**src/rtl/sm_diff_reconstructor_pkg.sv**
```systemverilog
// Shared types, limits and the arithmetic reference for the difference reconstructor.
package sm_diff_pkg;

    localparam int unsigned DEFAULT_WIDTH = 2;
    localparam int unsigned MAX_WIDTH     = 16;

    typedef enum logic [1:0] {
        IDLE,
        SHIFT,
        DONE
    } state_t;

    // Plain-arithmetic reconstruction of a = b +/- mag; returns {range_err, a mod 2^width}.
    function automatic logic [MAX_WIDTH:0] ref_reconstruct(
        input logic                 sign,
        input logic [MAX_WIDTH-1:0] mag,
        input logic [MAX_WIDTH-1:0] b,
        input int unsigned          width
    );
        int full;
        int lim;
        lim  = 1 << width;
        full = sign ? (int'(b) - int'(mag)) : (int'(b) + int'(mag));
        return {((full < 0) || (full >= lim)), MAX_WIDTH'(full & (lim - 1))};
    endfunction

endpackage

```
**src/rtl/sm_diff_reconstructor_serial_fa_cell.sv**
```systemverilog
// One-bit serial full adder with a presettable carry flop.
module serial_fa_cell (
    input  logic clk,
    input  logic rst,
    input  logic start,
    input  logic preset,
    input  logic en,
    input  logic x,
    input  logic y,
    output logic sum_c,
    output logic carry
);

    logic carry_next_c;

    assign sum_c        = x ^ y ^ carry;
    assign carry_next_c = (x & y) | (carry & (x ^ y));

    // Carry is preset when a request starts and advances once per processed bit.
    always_ff @(posedge clk) begin
        if (rst) begin
            carry <= 1'b0;
        end else if (start) begin
            carry <= preset;
        end else if (en) begin
            carry <= carry_next_c;
        end
    end

endmodule

```
**src/rtl/sm_diff_reconstructor.sv**
```systemverilog
// Rebuilds a from a sign/magnitude difference and b, bit-serially LSB first.
module sm_diff_reconstructor
    import sm_diff_pkg::*;
#(
    parameter int unsigned WIDTH = DEFAULT_WIDTH
) (
    input  logic             clk,
    input  logic             rst,
    input  logic             in_valid,
    output logic             in_ready,
    input  logic             sign,
    input  logic [WIDTH-1:0] mag,
    input  logic [WIDTH-1:0] b,
    output logic             out_valid,
    input  logic             out_ready,
    output logic [WIDTH-1:0] a,
    output logic             range_err
);

    localparam int unsigned CW = $clog2(WIDTH + 1);

    state_t           state;
    state_t           state_next;
    logic             in_ready_next;
    logic             out_valid_next;
    logic [WIDTH-1:0] b_sr;
    logic [WIDTH-1:0] op_sr;
    logic [CW-1:0]    count;
    logic             sign_q;
    logic             carry;
    logic             sum_c;
    logic             final_cout_c;
    logic             accept_c;
    logic             shift_c;
    logic             last_bit_c;
    logic [WIDTH:0]   a_shift_c;

    assign accept_c     = in_valid && in_ready;
    assign shift_c      = (state == SHIFT);
    assign last_bit_c   = shift_c && (count == CW'(WIDTH - 1));
    assign a_shift_c    = {sum_c, a};
    // Carry out of the bit being added; on the last bit this decides range_err.
    assign final_cout_c = (b_sr[0] & op_sr[0]) | (carry & (b_sr[0] ^ op_sr[0]));

    serial_fa_cell u_fa (
        .clk    (clk),
        .rst    (rst),
        .start  (accept_c),
        .preset (sign),
        .en     (shift_c),
        .x      (b_sr[0]),
        .y      (op_sr[0]),
        .sum_c  (sum_c),
        .carry  (carry)
    );

    // State and handshake flags.
    always_ff @(posedge clk) begin
        if (rst) begin
            state     <= IDLE;
            in_ready  <= 1'b1;
            out_valid <= 1'b0;
        end else begin
            state     <= state_next;
            in_ready  <= in_ready_next;
            out_valid <= out_valid_next;
        end
    end

    // Next state; handshake flags follow the state being entered.
    always_comb begin
        state_next     = state;
        in_ready_next  = 1'b0;
        out_valid_next = 1'b0;
        case (state)
            IDLE:    if (accept_c)   state_next = SHIFT;
            SHIFT:   if (last_bit_c) state_next = DONE;
            DONE:    if (out_ready)  state_next = IDLE;
            default: state_next = IDLE;
        endcase
        in_ready_next  = (state_next == IDLE);
        out_valid_next = (state_next == DONE);
    end

    // Operand capture, serial shifting and result/flag accumulation.
    always_ff @(posedge clk) begin
        if (rst) begin
            b_sr      <= '0;
            op_sr     <= '0;
            a         <= '0;
            count     <= '0;
            sign_q    <= 1'b0;
            range_err <= 1'b0;
        end else if (accept_c) begin
            b_sr   <= b;
            op_sr  <= sign ? ~mag : mag;
            sign_q <= sign;
            count  <= '0;
        end else if (shift_c) begin
            b_sr  <= b_sr >> 1;
            op_sr <= op_sr >> 1;
            a     <= a_shift_c[WIDTH:1];
            count <= count + CW'(1);
            if (last_bit_c) begin
                range_err <= sign_q ^ final_cout_c;
            end
        end
    end

endmodule
```
**config.mk**
```make
export PLATFORM = sky130hd
export DESIGN_NAME = sm_diff_reconstructor
export DESIGN_NICKNAME = d
export VERILOG_FILES = /design/src/rtl/sm_diff_reconstructor_pkg.sv /design/src/rtl/sm_diff_reconstructor_serial_fa_cell.sv /design/src/rtl/sm_diff_reconstructor.sv
export SDC_FILE = /design/constraint.sdc
export NUM_CORES = 1
export LEC_CHECK = 0
export CAP_MARGIN = 30
export CORE_MARGIN = 10
export CORE_UTILIZATION = 47
export DETAILED_ROUTE_END_ITERATION = 12
export HOLD_SLACK_MARGIN = 0.05
export PLACE_DENSITY = 0.77
export SETUP_SLACK_MARGIN = 0.15
export SYNTH_ARGS = -nofsm -noshare
export SYNTH_HDL_FRONTEND = slang
export SYNTH_SLANG_ARGS = --single-unit
```
**constraint.sdc**
```tcl
create_clock -name clk -period 1.4 [get_ports clk]
set_input_delay 0.14 -clock clk [delete_from_list [all_inputs] [get_ports clk]]
set_output_delay 0.14 -clock clk [all_outputs]
set_load 0.03 [all_outputs]
```
==> flow_summary.yaml, run 1 <==
outcome:
  outcome: "complete, no violations"
layout:
  layout.cells.non_filler: 104
  drive_gt1_frac: 0.146
  final_common_cell: "dfxtp_1"
  final_cell_area_sq_um: 841
  final_cell_mix: "dfxtp_1, nand2_1, clkdlybuf4s50_1, a21oi_1, nor2_1"
  num_antenna_cells: 0
  nets: 101
  area_growth_pct: 27.0
worst_setup_path:
  path_max_fanout: 2
  regToRegEndpoint: "range_err"
  crit_start: "u_fa.carry"
  critPathRequiredTime_ns: 1.60
  reg2reg_from: "u_fa.carry"
  crit_type: "reg2reg"
  start_kind: "register"
  r2r_slack_ns: 0.20
  arrival_ns: 1.40
  worstSetupEndpointType: "register"
  reg2regPathDepth: 3
place:
  gp_congestion: 0.748
  hpwl_um: 999
  dp_cells: 100
  io_buffers: 13
  pre_cts_ws_ns: 0.0965
  dpl_cell_area_sq_um: 812
sta:
  setup_viol: 0
  setup_slack_ns: 0.199
  worst_slew_pin_slew_ns: 0.311
  slew_violations: 0
  period_minus_slack_ns: 1.20
  fin_crit_sh: 0.858
  final.setup_skew_ns: 0.00202
  finalHoldViolCount: 0
  fmax_ghz: 0.833
  relSlewSlack: 0.794
  grt_setup_unrepaired: "no"
  fin_tns_setup_ns: 0
global_routing:
  grt_max_degree: 16
  grt_overflow: 0
  antenna_found_initial: 0
  grt_use_total: 0.0853
  grt_pass1_vias: 476
  grt_pass1_wl_um: 2180
power_and_ir_drop:
  peakVddDrop_v: 0.000789
  finalPower_mw: 0.910
  power_density_nw_per_um2: 1080
  power_leakage_nw: 0.320
floorplan:
  die-area_sq_um: 3310
  start_util: 0.502
  die_h_um: 57.5
  ioPinCount: 14
  rows: 13
  core_area_sq_um: 1320
  dieWidth_um: 57.5
clocking:
  cts-htree-levels: 1
  clock_latency_ns: 0.28
  cts_buffer_depth: 2
  cts.sinks: 15
  cts_buffers: 3
  cts_tree: "done"
  cts_root_buf: "clkbuf_4"
  path_clk_slew_ns: 0.08
yosys:
  synth_cell_types: 25
  netlist_area_sq_um: 662
  synth_seq_area_share: 0.454
  synthTopCellsByArea: "dfxtp_1, nand2_1, a21oi_1, a311oi_1, a2111oi_4"
  synth_nets: 84
  synth_top_area_share: 0.454
  synthCells: 73
  yosys.area.top_type: "dfxtp_1"
  yosysWarnings: 0
  syn_area_per_cell_sq_um: 9.07
  ys_ff_latch: 15
min_path:
  holdCritPathClass: "in2reg"
  hold_start: "b[1]"
  min_to: "b_sr[1]"
  min_path_cells: 3
routing:
  drc: 0
  dr.pass1.iters: 4
  vias: 544
  antenna_left: 0
  vias_per_cell: 5.23
  drt_iter0_drc: 11
  wl_per_cell_um: 13.0
  wl_um: 1350
flow_run:
  drv_cap: 0
==> layer usage <==
layer	global-route usage	routed length (um)
met1	0.0951	623
met2	0.117	614
met3	0.0442	97
met4	0.0705	19
met5	0	0
==> Yosys cell counts, drive strengths merged <==
cell and number:
clkbuf 3, xnor2 2, fa 1, nor2 6
a21o 1, and2 1, nor3 2, nand3 4
nand2b 1, ha 1, dfxtp 15, o21bai 1
buf 2, a31oi 1, and2b 1, a21oi 7
a2111oi 1, mux2 1, a311oi 4, o21ai 2
inv 1, xor2 2, nand2 13
==> cell families after synthesis <==
| family | share of synthesized area |
|---|---|
| multiplexers | 0.0170 |
| AND/OR/NAND/NOR | 0.183 |
| XOR/XNOR | 0.0529 |
| AO/OA/AOI/OAI | 0.195 |
| adder cells (fa/ha/maj) | 0.0491 |
| buffers and inverters | 0.0491 |
| flip-flops | 0.454 |
==> report_power, final <==
group	switching (mW)	internal, mW
Combinational	0.0974	0.0868
Sequential	0.0214	0.456
Clock	0.138	0.111
==> critical path, cell delays in order (launching register included) <==
cell,delay (ns)
dfxtp_2,0.34
fa_2,0.39
xnor2_1,0.14
a311oi_1,0.24
==> flip-flops by register name, indices dropped and copies added (netlist names) <==
signal	count
a	2
u_fa.carry	1
out_valid	1
b_sr	2
state	2
sign_q	1
op_sr	2
in_ready	1
range_err	1
count	2
==> metrics by stage <==
step,hold WS [ns],utilization
3_3_place_gp,0.461,0.616
4_1_cts,0.402,0.634
3_5_place_dp,0.466,0.616
2_1_floorplan,0.212,-
6_report,0.409,0.638
5_1_grt,0.402,0.638
==> how the worst max path moves through the flow <==
stage | to | slack (ns)
finish | range_err | 0.20
global route | op_sr[0] | 0.14
global placement | range_err | 0.11
floorplan | range_err | 0.20
detailed placement | range_err | 0.1
CTS | range_err | 0.20
==> area by class of cell <==
class | instances | area (sq um)
multi-input combinational | 52 | 337
timing repair buffer | 17 | 154
sequential | 15 | 302
fill | 112 | 477
clock buffer | 4 | 26.3
inverter | 1 | 3.75
tap | 15 | 18.8
==> what timing repair did <==
action | in CTS | in global routing
hold buffers | 0 | 0
gates resized for setup | 7 | 3
cloned | 0 | 0
setup buffers | 0 | 0
endpoints found under the setup margin | 7 | 3
Note: power is estimated with default switching activity, not from simulation.
==> run 2: changes to the inputs <==
--- a/config.mk
+++ b/config.mk
@@ -12,6 +12,7 @@
 export HOLD_SLACK_MARGIN = 0.05
 export PLACE_DENSITY = 0.77
 export SETUP_SLACK_MARGIN = 0.15
+export SLEW_MARGIN = 20
 export SYNTH_ARGS = -nofsm -noshare
 export SYNTH_HDL_FRONTEND = slang
 export SYNTH_SLANG_ARGS = --single-unit
==> results of run 2 <==
No change in the layout: final DEF, timing and power equal those of run 1.
